## src/rtl/mem_arbiter_pkg.sv

```systemverilog
// mem_arbiter_pkg: shared state/port types and the round-robin pick rule for the memory arbiter
package mem_arbiter_pkg;
    typedef enum logic [1:0] {IDLE, ISSUE, WAIT, RESP} arb_state_t;
    typedef enum logic {GRANT_IC, GRANT_DC} arb_port_t;
    function automatic arb_port_t rr_pick(input logic ic, input logic dc, input arb_port_t last);
        return (ic && dc) ? ((last == GRANT_IC) ? GRANT_DC : GRANT_IC) : (dc ? GRANT_DC : GRANT_IC);
    endfunction
endpackage

```

## src/rtl/mem_arbiter_rr_arbiter2.sv

```systemverilog
// rr_arbiter2: two-port round-robin grant; on a tie the port served last loses
module rr_arbiter2
    import mem_arbiter_pkg::*;
(
    input  logic clk,
    input  logic rst,
    input  logic req_ic,
    input  logic req_dc,
    input  logic upd,
    input  logic upd_dc,
    output logic grant_dc
);
    arb_port_t last_grant;
    always_ff @(posedge clk or posedge rst) begin
        if (rst)
            last_grant <= GRANT_IC;
        else if (upd)
            last_grant <= upd_dc ? GRANT_DC : GRANT_IC;
    end
    assign grant_dc = rr_pick(req_ic, req_dc, last_grant) == GRANT_DC;
endmodule

```

## src/rtl/mem_arbiter.sv

```systemverilog
// mem_arbiter: serialises i_cache/d_cache line requests into word beats on one memory port
module mem_arbiter
    import mem_arbiter_pkg::*;
#(
    parameter int ADDR_W     = 16,
    parameter int WORD_W     = 16,
    parameter int LINE_WORDS = 4
) (
    input  logic                         clk,
    input  logic                         rst,
    input  logic                         ic_req_valid,
    output logic                         ic_req_ready,
    input  logic [ADDR_W-1:0]            ic_req_addr,
    output logic                         ic_resp_valid,
    output logic [LINE_WORDS*WORD_W-1:0] ic_resp_data,
    input  logic                         dc_req_valid,
    output logic                         dc_req_ready,
    input  logic                         dc_req_write,
    input  logic [ADDR_W-1:0]            dc_req_addr,
    input  logic [LINE_WORDS*WORD_W-1:0] dc_req_wdata,
    output logic                         dc_resp_valid,
    output logic [LINE_WORDS*WORD_W-1:0] dc_resp_data,
    output logic                         mem_valid,
    input  logic                         mem_ready,
    output logic                         mem_write,
    output logic [ADDR_W-1:0]            mem_addr,
    output logic [WORD_W-1:0]            mem_wdata,
    input  logic                         mem_rvalid,
    input  logic [WORD_W-1:0]            mem_rdata
);
    localparam int BEAT_W = $clog2(LINE_WORDS);
    localparam logic [ADDR_W-1:0] OFF_MASK = ADDR_W'(LINE_WORDS * WORD_W / 8 - 1);
    localparam logic [ADDR_W-1:0] WORD_BYTES = ADDR_W'(WORD_W / 8);
    localparam logic [BEAT_W-1:0] LAST_BEAT = BEAT_W'(LINE_WORDS - 1);

    arb_state_t state, state_nx;
    arb_port_t port;
    logic [BEAT_W-1:0] beat;
    logic write;
    logic [ADDR_W-1:0] line_addr;
    logic [LINE_WORDS-1:0][WORD_W-1:0] line_buf;
    logic grant_dc, accept, advance, capture, last;

    rr_arbiter2 u_rr (
        .clk(clk),
        .rst(rst),
        .req_ic(ic_req_valid),
        .req_dc(dc_req_valid),
        .upd(state == RESP),
        .upd_dc(port == GRANT_DC),
        .grant_dc(grant_dc)
    );

    assign last = beat == LAST_BEAT;

    always_comb begin
        state_nx = state;
        accept = 1'b0;
        advance = 1'b0;
        capture = 1'b0;
        case (state)
            IDLE: begin
                accept = !rst && (ic_req_valid || dc_req_valid);
                state_nx = accept ? ISSUE : IDLE;
            end
            ISSUE: if (mem_ready) begin
                state_nx = !write ? WAIT : (last ? RESP : ISSUE);
                advance = write && !last;
            end
            WAIT: if (mem_rvalid) begin
                capture = 1'b1;
                state_nx = last ? RESP : ISSUE;
                advance = !last;
            end
            default: state_nx = IDLE;
        endcase
    end

    // Fills start from a zeroed buffer so a write's data never leaks into a later fill response
    always_ff @(posedge clk or posedge rst) begin
        if (rst) begin
            state <= IDLE;
            port <= GRANT_IC;
            beat <= '0;
            write <= 1'b0;
            line_addr <= '0;
            line_buf <= '0;
        end else begin
            state <= state_nx;
            if (accept) begin
                port <= grant_dc ? GRANT_DC : GRANT_IC;
                write <= grant_dc && dc_req_write;
                line_addr <= (grant_dc ? dc_req_addr : ic_req_addr) & ~OFF_MASK;
                line_buf <= (grant_dc && dc_req_write) ? dc_req_wdata : '0;
                beat <= '0;
            end else if (advance)
                beat <= beat + 1'b1;
            if (capture)
                line_buf[beat] <= mem_rdata;
        end
    end

    assign ic_req_ready = accept && !grant_dc;
    assign dc_req_ready = accept && grant_dc;
    assign mem_valid = state == ISSUE;
    assign mem_write = mem_valid && write;
    assign mem_addr = mem_valid ? line_addr + ADDR_W'(beat) * WORD_BYTES : '0;
    assign mem_wdata = mem_write ? line_buf[beat] : '0;
    assign ic_resp_valid = state == RESP && port == GRANT_IC;
    assign dc_resp_valid = state == RESP && port == GRANT_DC;
    assign ic_resp_data = ic_resp_valid ? line_buf : '0;
    assign dc_resp_data = (dc_resp_valid && !write) ? line_buf : '0;
endmodule
```

## config.mk

```make
export PLATFORM = sky130hd
export DESIGN_NAME = mem_arbiter
export DESIGN_NICKNAME = d
export VERILOG_FILES = /design/src/rtl/mem_arbiter_pkg.sv /design/src/rtl/mem_arbiter_rr_arbiter2.sv /design/src/rtl/mem_arbiter.sv
export SDC_FILE = /design/constraint.sdc
export NUM_CORES = 1
export LEC_CHECK = 0
export CAP_MARGIN = 20
export CELL_PAD_IN_SITES_DETAIL_PLACEMENT = 1
export CELL_PAD_IN_SITES_GLOBAL_PLACEMENT = 1
export CORE_AREA = 2 2 121 123
export CTS_BUF_LIST = sky130_fd_sc_hd__clkbuf_8
export DETAILED_ROUTE_END_ITERATION = 8
export DIE_AREA = 0 0 123 125
export DONT_BUFFER_PORTS = 1
export GPL_TIMING_DRIVEN = 0
export PLACE_DENSITY_LB_ADDON = 0.1
export SETUP_SLACK_MARGIN = 0.15
export SYNTH_ARGS = -nofsm -noshare
export SYNTH_HDL_FRONTEND = slang
export SYNTH_SLANG_ARGS = --single-unit
```

## constraint.sdc

```tcl
create_clock -name clk -period 2.4 [get_ports clk]
set_input_delay 0.24 -clock clk [delete_from_list [all_inputs] [get_ports clk]]
set_output_delay 0.24 -clock clk [all_outputs]
set_load 0.02 [all_outputs]
```

==> results.md <==
- Status: complete, no violations
- Final net count: approximately 830
- ANT cells: 0
- Worst EP required: 2.16 ns
- Crit path max-delay family: flip-flops
- Die width: 123 um
- Post-synth EDFFs: 0
- Leak Pwr: 0.00293 uW
- Initial Util: 0.408
- Pwr Total: 6550 uW
- Mapped Cells: 677
- Ys flop type: dfrtp_1
- H-tree depth: 3
- Worst-Margin Slew: 0.593 ns
- Min-delay worst type: in -> reg
- FF+latch count, synth: 84
- Power per cell area: 980 mW/mm^2
- DRT Pass-1 Iters: 5
- Worst-skew pair later-pin latency: around 0.38 ns
- DRT antenna net count: 0
- Total die area: 0.0154 sq mm
- Largest net degree at the start of global routing: 37
- Congestion Overflow GR: 0
- Final Max Tran Viols: 0
- CTS tree: built
- Final Skew: roughly 0.012 ns
- Port bufs: 0
- Worst vdd ir: 0.374 mV
- Root buf cell: clkbuf_8
- Buf+Inv Stages, Crit Path: 2
- First-pass GRT wire length: 37.5 mm
- Max Cap Viol: 0
- Crit-path cells: inv_1 > ha_2 > clkbuf_4 > and3_1
- Cell Rows: 44
- Share of layout cells above drive strength 1: 0.286
- Final hold slack: 0.00677 ns
- First DRT Iteration DRCs: 360
- Clk sink count: between 80 and 90
- Syn-to-layout area delta: 15.3%
- Vias/cell: 6.46
- Crit start category: flip-flop
- WS Path Type: reg -> out
- Leading cell type in the layout, fill and taps excluded: and2_2
- Initial antenna violation count: 0
- Core Footprint: 0.0142 sq mm
- Worst path slowest cell: dfrtp_1
- Num ports: 285
- Clk slew on worst S/H paths: 0.09 ns
- Syn nets: 805
- Synth warn: 0
- Most frequent cells in the layout: and2_2, dfrtp_1, o21ai_0, nor2_1
- Cell depth of the worst setup path: 4
- DRC: 0
- RSZ-0062 raised after global routing: true
- Setup violators final: 0
- Total length of routed wires: approximately 26 mm
- Bufs on Longest Clock Path: 2
- Synth cell types: 34
- Final Wtd Congestion: 0.905
- Worst path max stage delay: 0.44 ns
- Crit path time final: 2.24 ns
- CTS buffer count: 9
- Mapped Area: ~0.0058 sq mm
- R2R depth: 7
- CP Capture Type: output pin
- GRT Total Usage: 0.329
- Relative slew slack: 0.605
- Routed WL per cell: 28.6 um
- Die height: between 100 and 150 um
- Post-detail-place hpwl: between 15 and 20 mm
- Peak Freq: about 0.45 GHz
- Hold path cells: 1
- Avg Inst Size Synth: 8.56 sq um
- Final hold vios: 0
- WP data arrival: 2.00 ns
- DR vias: 5767
- Final worst-path cycle share: 0.934
- Vias in the first global route: slightly below 6k
- Async set-reset flop share out of synthesis: 1.00
- Share of the yosys chip area belonging to registers: 0.363
- Max FO, Critical Path: 10
cells by family after synthesis:
logic type               synth area share
AND/OR/NAND/NOR                     0.312
AO/OA/AOI/OAI                       0.173
buffers and inverters              0.0695
flip-flops                          0.363
multiplexers                       0.0622
adder cells (fa/ha/maj)            0.0194
other                            0.000647
flip-flops by register name (all words and copies together) (netlist names):
| register | cells |
|---|---|
| beat | 2 |
| port | 1 |
| line_addr | 13 |
| line_buf | 64 |
| u_rr.last_grant | 1 |
| state | 2 |
| write | 1 |
repair_timing:
item	CTS	global route
gates cloned	0	1
setup endpoints to repair	193	159
endpoints found under the hold margin	18	1
pin swaps	1	2
hold buffers	2	1
resized for setup	71	101
buffers inserted	4	7
where the power goes:
| group | total, uW | switching (uW) | internal, uW |
|---|---|---|---|
| logic | 2650 | 1550 | 1110 |
| registers | 2610 | 649 | 1960 |
| clock network | 1280 | 573 | 711 |
area by class of cell:
type	instances	area, sq um
inverter	11	45.0
multi-input combinational	505	3440
fill	1665	7520
timing repair buffer	17	158
tap	184	230
clock buffer	10	138
sequential	84	2100
buffer	77	470
clock inverter	5	101
cells in the mapped netlist, types with 2 or more instances:
| master | n | area (sq um) |
|---|---|---|
| nand3_1 | 6 | 30.0 |
| and3_1 | 29 | 181 |
| ha_1 | 9 | 113 |
| and2_1 | 142 | 888 |
| buf_4 | 10 | 75.1 |
| a21boi_0 | 2 | 15.0 |
| nand2b_1 | 2 | 12.5 |
| buf_2 | 16 | 80.1 |
| o21ai_0 | 69 | 345 |
| a221o_1 | 13 | 130 |
| buf_1 | 3 | 11.3 |
| nor2b_1 | 5 | 31.3 |
| nand4_1 | 64 | 400 |
| dfrtp_1 | 84 | 2100 |
| inv_1 | 11 | 41.3 |
| a31oi_1 | 64 | 400 |
| mux4_2 | 16 | 360 |
| buf_6 | 2 | 22.5 |
| clkbuf_1 | 46 | 173 |
| nor2_1 | 70 | 263 |
routing by layer:
metal,part of all wire,up-vias,global-route usage,wire length (um)
li1,-,2507,-,-
met1,0.39,2920,0.402,9870
met2,0.49,290,0.555,12600
met3,0.093,50,0.0963,2370
met4,0.026,0,0.102,672
met5,0,-,0,0
final timing paths:
check	startpoint	end	slack, ns
min	ic_req_addr[10]	line_addr[10]$_DFFE_PP0N_	0.007
max reg2reg	beat[0]$_DFFE_PP0P_	line_buf[46]$_DFF_PP0_	0.34
max in group asynchronous	rst	line_buf[62]$_DFF_PP0_	1.47
min reg2reg	line_addr[4]$_DFFE_PP0N_	line_addr[4]$_DFFE_PP0N_	0.51
max	state[1]$_DFFE_PP0P_	mem_wdata[6]	0.16
min in group asynchronous	rst	line_addr[15]$_DFFE_PP0N_	0.36
metrics by stage:
stage          setup slack, ns  setup TNS, ns  instance area, sq um  cells   util
4_1_cts                  0.126              0                  6490    884  0.457
3_3_place_gp            -0.115         -0.956                  6030    861  0.425
2_1_floorplan            0.712              0                  5800    677      -
6_report                 0.159              0                  6690    893  0.471
5_1_grt                  0.102              0                  6690    893  0.471
3_5_place_dp            -0.144          -3.20                  6070    863  0.427
Note: power is estimated with default switching activity, not from simulation.
